<file path="src/rtl/rr_grant_pkg.sv">
// Shared state encoding for the round-robin grant controller.
package rr_grant_pkg;

  localparam int STATE_W = 3;

  typedef enum logic [STATE_W-1:0] {
    IDLE    = 3'b001,
    GRANT   = 3'b010,
    RELEASE = 3'b100
  } state_e;

endpackage

</file>
<file path="src/rtl/rr_grant_ctrl_wdt.sv">
// Grant watchdog: counts cycles of the current grant and flags the last allowed one.
module grant_wdt #(
  parameter int TIMEOUT = 255
) (
  input  logic clk,
  input  logic rst_n,
  input  logic init,
  input  logic halt,
  output logic last,
  output logic busy
);

  localparam int CW = $clog2(TIMEOUT + 1);

  logic [CW-1:0] cnt_q, cnt_d;
  logic          busy_q, busy_d;

  // Terminal count: the counter reads TIMEOUT-1 during the TIMEOUT-th grant cycle.
  assign last = (cnt_q == CW'(TIMEOUT - 1));
  assign busy = busy_q;

  always_comb begin
    cnt_d  = cnt_q;
    busy_d = busy_q;
    if (init) begin
      cnt_d  = '0;
      busy_d = 1'b1;
    end else if (busy_q) begin
      if (halt || last) busy_d = 1'b0;
      else              cnt_d  = cnt_q + 1'b1;
    end
  end

  always_ff @(posedge clk or negedge rst_n) begin
    if (!rst_n) begin
      cnt_q  <= '0;
      busy_q <= 1'b0;
    end else begin
      cnt_q  <= cnt_d;
      busy_q <= busy_d;
    end
  end

endmodule

</file>
<file path="src/rtl/rr_grant_ctrl.sv">
// Round-robin single-owner grant controller; watchdog compiled in with RR_GRANT_TIMEOUT_EN.
module rr_grant_ctrl
  import rr_grant_pkg::*;
#(
  parameter int N_REQ   = 4,
  parameter int TIMEOUT = 255
) (
  input  logic                     clk,
  input  logic                     rst_n,
  input  logic [N_REQ-1:0]         req,
  input  logic [N_REQ-1:0]         done,
  output logic [N_REQ-1:0]         gnt,
  output logic                     gnt_valid,
  output logic [$clog2(N_REQ)-1:0] gnt_id,
  output logic                     timeout_pulse,
  output logic                     busy
);

  // state   | meaning
  // IDLE    | no owner; pick next requester round-robin from last_id+1
  // GRANT   | owner holds resource until done[gnt_id] or watchdog expiry
  // RELEASE | one cycle with gnt=0 before arbitrating again

  localparam int IDW = $clog2(N_REQ);

  if (N_REQ < 2 || TIMEOUT < 1) begin : g_bad_param
    $error("rr_grant_ctrl: N_REQ must be >= 2 and TIMEOUT >= 1");
  end

  state_e           state_q, state_d;
  logic [N_REQ-1:0] gnt_q, gnt_d;
  logic             gnt_valid_q, gnt_valid_d;
  logic [IDW-1:0]   gnt_id_q, gnt_id_d;
  logic [IDW-1:0]   last_id_q, last_id_d;
  logic             timeout_pulse_q, timeout_pulse_d;
  logic [IDW-1:0]   pick_id;
  logic             pick_found;
  logic             done_own;
  logic             wdt_expire;

  assign done_own = (state_q == GRANT) && done[gnt_id_q];

`ifdef RR_GRANT_TIMEOUT_EN
  logic wdt_init, wdt_last, wdt_busy;
  assign wdt_init   = (state_q == IDLE) && (|req);
  assign wdt_expire = wdt_busy && wdt_last;

  grant_wdt #(.TIMEOUT(TIMEOUT)) u_wdt (
    .clk  (clk),
    .rst_n(rst_n),
    .init (wdt_init),
    .halt (done_own),
    .last (wdt_last),
    .busy (wdt_busy)
  );
`else
  assign wdt_expire = 1'b0;
`endif

  // First set request bit searching upward from last_id+1, wrapping at N_REQ.
  always_comb begin
    pick_found = 1'b0;
    pick_id    = '0;
    for (int i = 1; i <= N_REQ; i++) begin
      if (!pick_found && req[(int'(last_id_q) + i) % N_REQ]) begin
        pick_found = 1'b1;
        pick_id    = IDW'((int'(last_id_q) + i) % N_REQ);
      end
    end
  end

  always_comb begin
    state_d         = state_q;
    gnt_d           = gnt_q;
    gnt_id_d        = gnt_id_q;
    last_id_d       = last_id_q;
    timeout_pulse_d = 1'b0;
    case (state_q)
      IDLE: begin
        if (pick_found) begin
          gnt_d          = '0;
          gnt_d[pick_id] = 1'b1;
          gnt_id_d       = pick_id;
          state_d        = GRANT;
        end
      end
      GRANT: begin
        if (done_own || wdt_expire) begin
          gnt_d           = '0;
          last_id_d       = gnt_id_q;
          timeout_pulse_d = !done_own;
          state_d         = RELEASE;
        end
      end
      RELEASE: state_d = IDLE;
      default: begin
        gnt_d   = '0;
        state_d = IDLE;
      end
    endcase
    gnt_valid_d = |gnt_d;
  end

  always_ff @(posedge clk or negedge rst_n) begin
    if (!rst_n) begin
      state_q         <= IDLE;
      gnt_q           <= '0;
      gnt_valid_q     <= 1'b0;
      gnt_id_q        <= '0;
      last_id_q       <= IDW'(N_REQ - 1);
      timeout_pulse_q <= 1'b0;
    end else begin
      state_q         <= state_d;
      gnt_q           <= gnt_d;
      gnt_valid_q     <= gnt_valid_d;
      gnt_id_q        <= gnt_id_d;
      last_id_q       <= last_id_d;
      timeout_pulse_q <= timeout_pulse_d;
    end
  end

  assign gnt           = gnt_q;
  assign gnt_valid     = gnt_valid_q;
  assign gnt_id        = gnt_id_q;
  assign timeout_pulse = timeout_pulse_q;
  assign busy          = (state_q != IDLE);

endmodule

</file>
<file path="config.mk">
export PLATFORM = sky130hd
export DESIGN_NAME = rr_grant_ctrl
export DESIGN_NICKNAME = d
export VERILOG_FILES = /design/src/rtl/rr_grant_pkg.sv /design/src/rtl/rr_grant_ctrl_wdt.sv /design/src/rtl/rr_grant_ctrl.sv
export SDC_FILE = /design/constraint.sdc
export NUM_CORES = 1
export LEC_CHECK = 0
export CAP_MARGIN = 40
export CORE_ASPECT_RATIO = 0.9
export CORE_MARGIN = 1
export CORE_UTILIZATION = 40
export DETAILED_ROUTE_END_ITERATION = 8
export PLACE_DENSITY = 0.78
export SKIP_CTS_REPAIR_TIMING = 1
export SYNTH_ARGS = -nofsm -noshare
export SYNTH_HDL_FRONTEND = slang
export SYNTH_HIERARCHICAL = 1
export SYNTH_SLANG_ARGS = --single-unit
</file>
<file path="constraint.sdc">
create_clock -name clk -period 1.4 [get_ports clk]
set_input_delay 0.14 -clock clk [delete_from_list [all_inputs] [get_ports clk]]
set_output_delay 0.14 -clock clk [all_outputs]
set_load 0.005 [all_outputs]
</file>
==> results of run 1 <==
==> stage by stage <==
stage	power (uW)	setup TNS [ps]	cells	worst slack (ps)
6_report	2150	-781	116	-115
5_1_grt	2310	-1470	116	-194
4_1_cts	2040	-1470	114	-415
3_5_place_dp	1760	-2120	110	-233
3_3_place_gp	1720	-1910	110	-208
2_1_floorplan	1200	-261	57	-94.8
==> power breakdown <==
part	internal, uW	total, uW	switching, uW
registers	529	650	120
logic	763	1230	464
clock network	158	278	120
==> state kept, by name, summed over array words and instances, names as in the netlist <==
register and flops:
gnt 4, last_id_q 2, state_q 3, gnt_id 2, gnt_valid 1
==> layer usage <==
layer / GRT usage, % / vias up / share of wire, % / wire length (um)
met4: 9.09 / 0 / 0.96 / 14
met3: 4.50 / 2 / 3.3 / 49
met5: 0 / - / 0 / 0
met1: 23.7 / 272 / 47 / 692
met2: 30.9 / 13 / 48 / 708
li1: - / 282 / - / -
==> final cells by class <==
| type | instances | area, um2 | share of cell area (%) |
|---|---|---|---|
| inverters | 1 | 3.75 | 0.361 |
| repair buffers | 34 | 305 | 29.4 |
| multi-input cells | 43 | 363 | 34.9 |
| well taps | 22 | 27.5 | 2.65 |
| flip-flops and latches | 12 | 304 | 29.2 |
| clock buffers | 4 | 36.3 | 3.49 |
==> Yosys cell counts <==
library cell,number,area (um2)
a31oi_1,1,6.26
and2b_2,1,8.76
o221ai_4,1,26.3
o41ai_1,1,8.76
a32o_1,1,10.0
dfstp_2,3,78.8
mux2_2,3,33.8
mux4_2,1,22.5
or4_4,1,11.3
inv_1,1,3.75
nand2b_2,1,8.76
nand2b_4,1,13.8
o21bai_1,1,7.51
nand2_1,9,33.8
nor4_1,1,6.26
nor2b_1,1,6.26
nor2_1,6,22.5
mux2i_1,1,10.0
nand3b_1,1,7.51
o31ai_1,1,7.51
a21o_1,1,7.51
or3b_1,1,8.76
or3b_4,1,11.3
dfrtp_1,9,225
a22o_2,1,10.0
nor3b_1,1,7.51
buf_4,1,7.51
a32oi_1,1,8.76
nand2b_1,1,6.26
o21ai_0,1,5.00
or3b_2,1,8.76
conb_1,1,3.75
==> how the worst max path moves through the flow <==
| stage | endpoint | slack (ps) | cells past startpoint |
|---|---|---|---|
| 4_1_cts | busy | -410 | 2 |
| 6_report | gnt_id[0] | -110 | 3 |
| 2_1_floorplan | gnt_id[0] | -90 | 3 |
| 3_5_place_dp | gnt[2] | -230 | 5 |
| 5_1_grt | gnt[0] | -190 | 5 |
| 3_3_place_gp | gnt[2] | -210 | 5 |
==> cell families after synthesis <==
group / count (synthesis)
AO/OA/AOI/OAI: 10
buffers and inverters: 2
other: 1
AND/OR/NAND/NOR: 27
multiplexers: 5
flip-flops: 12
==> flow_summary.ini, run 1 <==
[synth]
synth_compound_area_share_pct = 15.1
yosys_warnings = 6
synthCells = 57
synth_mux_area_share_pct = 10.3
synthAdderAreaFrac_pct = 0
syn-mean-instance-area_um2 = 11.3
synth.distinct_cells = 32
synth_xor_area_share_pct = 0
yosysSeqAreaShare_pct = 47.2
synthSimpleGateAreaFrac_pct = 25.0
synthesis.nets = 67
synth.ff_latch_count = 12
netlist_area_um2 = 644
synth_top_family_by_area = simple AND/OR/NAND/NOR gates

[routing]
wl_per_cell_um = 12.6
routed_wl_um = 1470
routed_via_density = 4.91
first_iter_violations = 7
drc_errors = 0
vias = 569
ant_nets = 0
dr.pass1.iters = 3

[timing]
max_slew_margin_pct = 63.3
finalSetupViolCount = 10
final.setup.worst_slack_ps = -115
fmax_mhz = 660
holdWs_ps = 213
finalHoldViolCount = 0
final_max_slew_viol_count = 0
worstMarginPinSlew_ps = 549
skew_ps = 6.50
period_share_pct = 108
min_period_ps = 1510
rsz0062_at_grt = yes

[min_path]
hold_path.class = input port to asynchronous set/reset pin

[clock_tree]
cts_max_level = 1
clk_pin_slew_ps = 80
clock-sinks = 12
ctsLongestPathBuffers = 2
tritoncts = yes
clk_latency_ps = 270
cts_inserted_buffers = 3
cts-root-buf = clkbuf_4

[final_layout]
post-route-util_pct = 70.2
diodes = 0
layout_commonest_cell = buf_4
final_layout_size_suffix_gt1_share_pct = 43.6
nNetsFinal = 105
finalInstanceArea_um2 = 1040
nFillCells = 114
syn2layout_area_growth_pct = 61.4
final_cell_mix = 15 x buf_4, 14 x clkdlybuf4s50_1, 9 x dfrtp_1

[setup_path]
critPathBufInv = 0
critPathArrivalTime_ps = 1670
path_class = flop to flop
r2r_setup_slack_ps = -110
cp_data_required_time_ps = 1560
worst_path_dominant_cell_family = simple AND/OR/NAND/NOR gates
crit_fanout = 4
r2r-start = state_q[0]
crit_chain = or3b_4, nor2_4, mux2_4
slowest_delay_ps = 530
crit_slowest_cell = dfstp_2
rr_endpoint = gnt_id[0]
crit_start = state_q[0]
endpoint_kind = flop
cp-start-kind = flop
worst-r2r-cell-count = 3

[floorplan]
io_pins = 19
core_area_um2 = 1480
dieArea_um2 = 1780
die_y_um = 40.1
dieWidth_um = 44.3
rows = 13
start_util_pct = 43.5

[outcome]
violations = setup timing
status = finished, violations left

[global_route]
overflow = 0
grtUsageTotal_pct = 18.8
grt_max_degree = 13
grt_pass1_vias = 534
antenna_found_initial = 0
grt_pass1_wl_um = 2330

[placed_design]
routabilityCongestion = 0.680
dpl-instance-area_um2 = 962
port_buffers = 17
dp_hpwl_um = 1160

[run]
maxCapViolCount = 0

[power]
worst_ir_drop_vdd_v = 0.00118
total_leakage_power_uw = 0.000498
p_per_area_nw_per_um2 = 2070
Power figures use the tool's default switching activity.
==> run 2: changes to the inputs <==
--- a/config.mk
+++ b/config.mk
@@ -6,7 +6,6 @@
 export NUM_CORES = 1
 export LEC_CHECK = 0
 export CAP_MARGIN = 40
-export CORE_ASPECT_RATIO = 0.9
 export CORE_MARGIN = 1
 export CORE_UTILIZATION = 40
 export DETAILED_ROUTE_END_ITERATION = 8
==> flow_summary.ini, run 2 (same netlist as run 1, synthesis figures left out) <==
[outcome]
status = finished, violations left
violations = setup timing

[final_layout]
final_cells = 108
finalInstanceArea_um2 = 1020
largest_register_ffs = 4
final_cell_mix = 14 x clkdlybuf4s50_1, 11 x buf_4, 9 x dfrtp_1
layout_commonest_cell = clkdlybuf4s50_1
diodes = 0
syn2layout_area_growth_pct = 58.4
final_layout_size_suffix_gt1_share_pct = 41.3
nNetsFinal = 103

[setup_path]
cp-start-kind = flop
critPathBufInv = 1
slowest_delay_ps = 540
crit_fanout = 5
critPathArrivalTime_ps = 1760
worst_path_dominant_cell_family = flip-flops
r2r_setup_slack_ps = -170
endpoint_kind = flop
cp_data_required_time_ps = 1590
worst-r2r-cell-count = 5
crit_chain = or3b_4, buf_6, o221ai_4, nand2_1, o31ai_2
crit_slowest_cell = dfstp_2
rr_endpoint = gnt[0]
path_class = flop to flop
r2r-start = state_q[0]

[timing]
period_share_pct = 112
finalSetupViolCount = 11
max_slew_margin_pct = 65.5
final.setup.worst_slack_ps = -166
fin_setup_tns_ps = -1210
finalHoldViolCount = 0
worstMarginPinSlew_ps = 516
rsz0062_at_grt = yes
min_period_ps = 1570
skew_ps = 5.74
fmax_mhz = 638
final_max_slew_viol_count = 0

[routing]
routed_via_density = 5.30
ant_nets = 0
vias = 572
first_iter_violations = 11
wl_per_cell_um = 15.1
drc_errors = 0
routed_wl_um = 1630
dr.pass1.iters = 4

[global_route]
grt_util_met2_pct = 32.8
grt_util_met3_pct = 3.45
grt_max_degree = 13
top_usage_layer = met2
overflow = 0
antenna_found_initial = 0
grtUsageTotal_pct = 20.3
met1_usage_pct = 24.9
grt_pass1_vias = 593
grt_pass1_wl_um = 2610

[clock_tree]
cts-root-buf = clkbuf_4
tritoncts = yes
clock-sinks = 12
cts_inserted_buffers = 3
clk_latency_ps = 290
ctsLongestPathBuffers = 2
clk_pin_slew_ps = 70
cts_max_level = 1

[floorplan]
core_area_um2 = 1510
start_util_pct = 42.8
dieArea_um2 = 1780
dieWidth_um = 42.1
io_pins = 19
rows = 14
die_y_um = 42.1

[power]
switching_share_pct = 34.2
total_leakage_power_uw = 0.000488
clock_power_share_pct = 11.0
total_power_uw = 2120
combPwrFrac_pct = 57.5
worst_ir_drop_vdd_v = 0.00101
p_switching_uw = 725
pwr-share-seq_pct = 31.5
intPower_uw = 1390
p_per_area_nw_per_um2 = 2070

[placed_design]
dpl-instance-area_um2 = 940
dp_hpwl_um = 1160
place_inst = 102
routabilityCongestion = 0.782
port_buffers = 17

[min_path]
hold_path.class = input port to asynchronous set/reset pin

[run]
maxCapViolCount = 0
==> run 2: how the worst max path moves through the flow <==
stage | slack [ps] | cells past startpoint | start | end
5_1_grt | -210 | 5 | state_q[0] | gnt[0]
6_report | -170 | 5 | state_q[0] | gnt[0]
3_3_place_gp | -220 | 5 | req[1] | gnt[1]
3_5_place_dp | -270 | 5 | req[1] | gnt[0]
4_1_cts | -420 | 2 | state_q[0] | busy
2_1_floorplan | -90 | 3 | state_q[0] | gnt_id[0]
==> run 2: routing by layer <==
layer	vias up	part of all wire [%]
met1	276	42
met5	-	0
met4	0	2.0
li1	276	-
met3	3	3.6
met2	17	52
==> run 2: stage by stage <==
step | setup slack, ps | hold WS, ps | util, %
6_report | -166 | 189 | 67.8
5_1_grt | -214 | 236 | 67.8
3_5_place_dp | -272 | 515 | 62.4
4_1_cts | -424 | 214 | 64.1
3_3_place_gp | -216 | 505 | 62.4
2_1_floorplan | -94.8 | -156 | -
==> run 2: area by class of cell <==
class	instances	area, um2
fill	114	485
multi-input combinational	43	362
inverter	1	3.75
sequential	12	304
tap	16	20.0
timing repair buffer	32	305
clock buffer	4	26.3
==> run 2: power by group through the flow <==
stage          logic, uW  clock network, uW  registers [uW]
2_1_floorplan        542                  0             660
3_3_place_gp        1040                  0             657
3_5_place_dp        1060                  0             660
4_1_cts             1070                237             655
5_1_grt             1310                249             685
6_report            1220                232             668
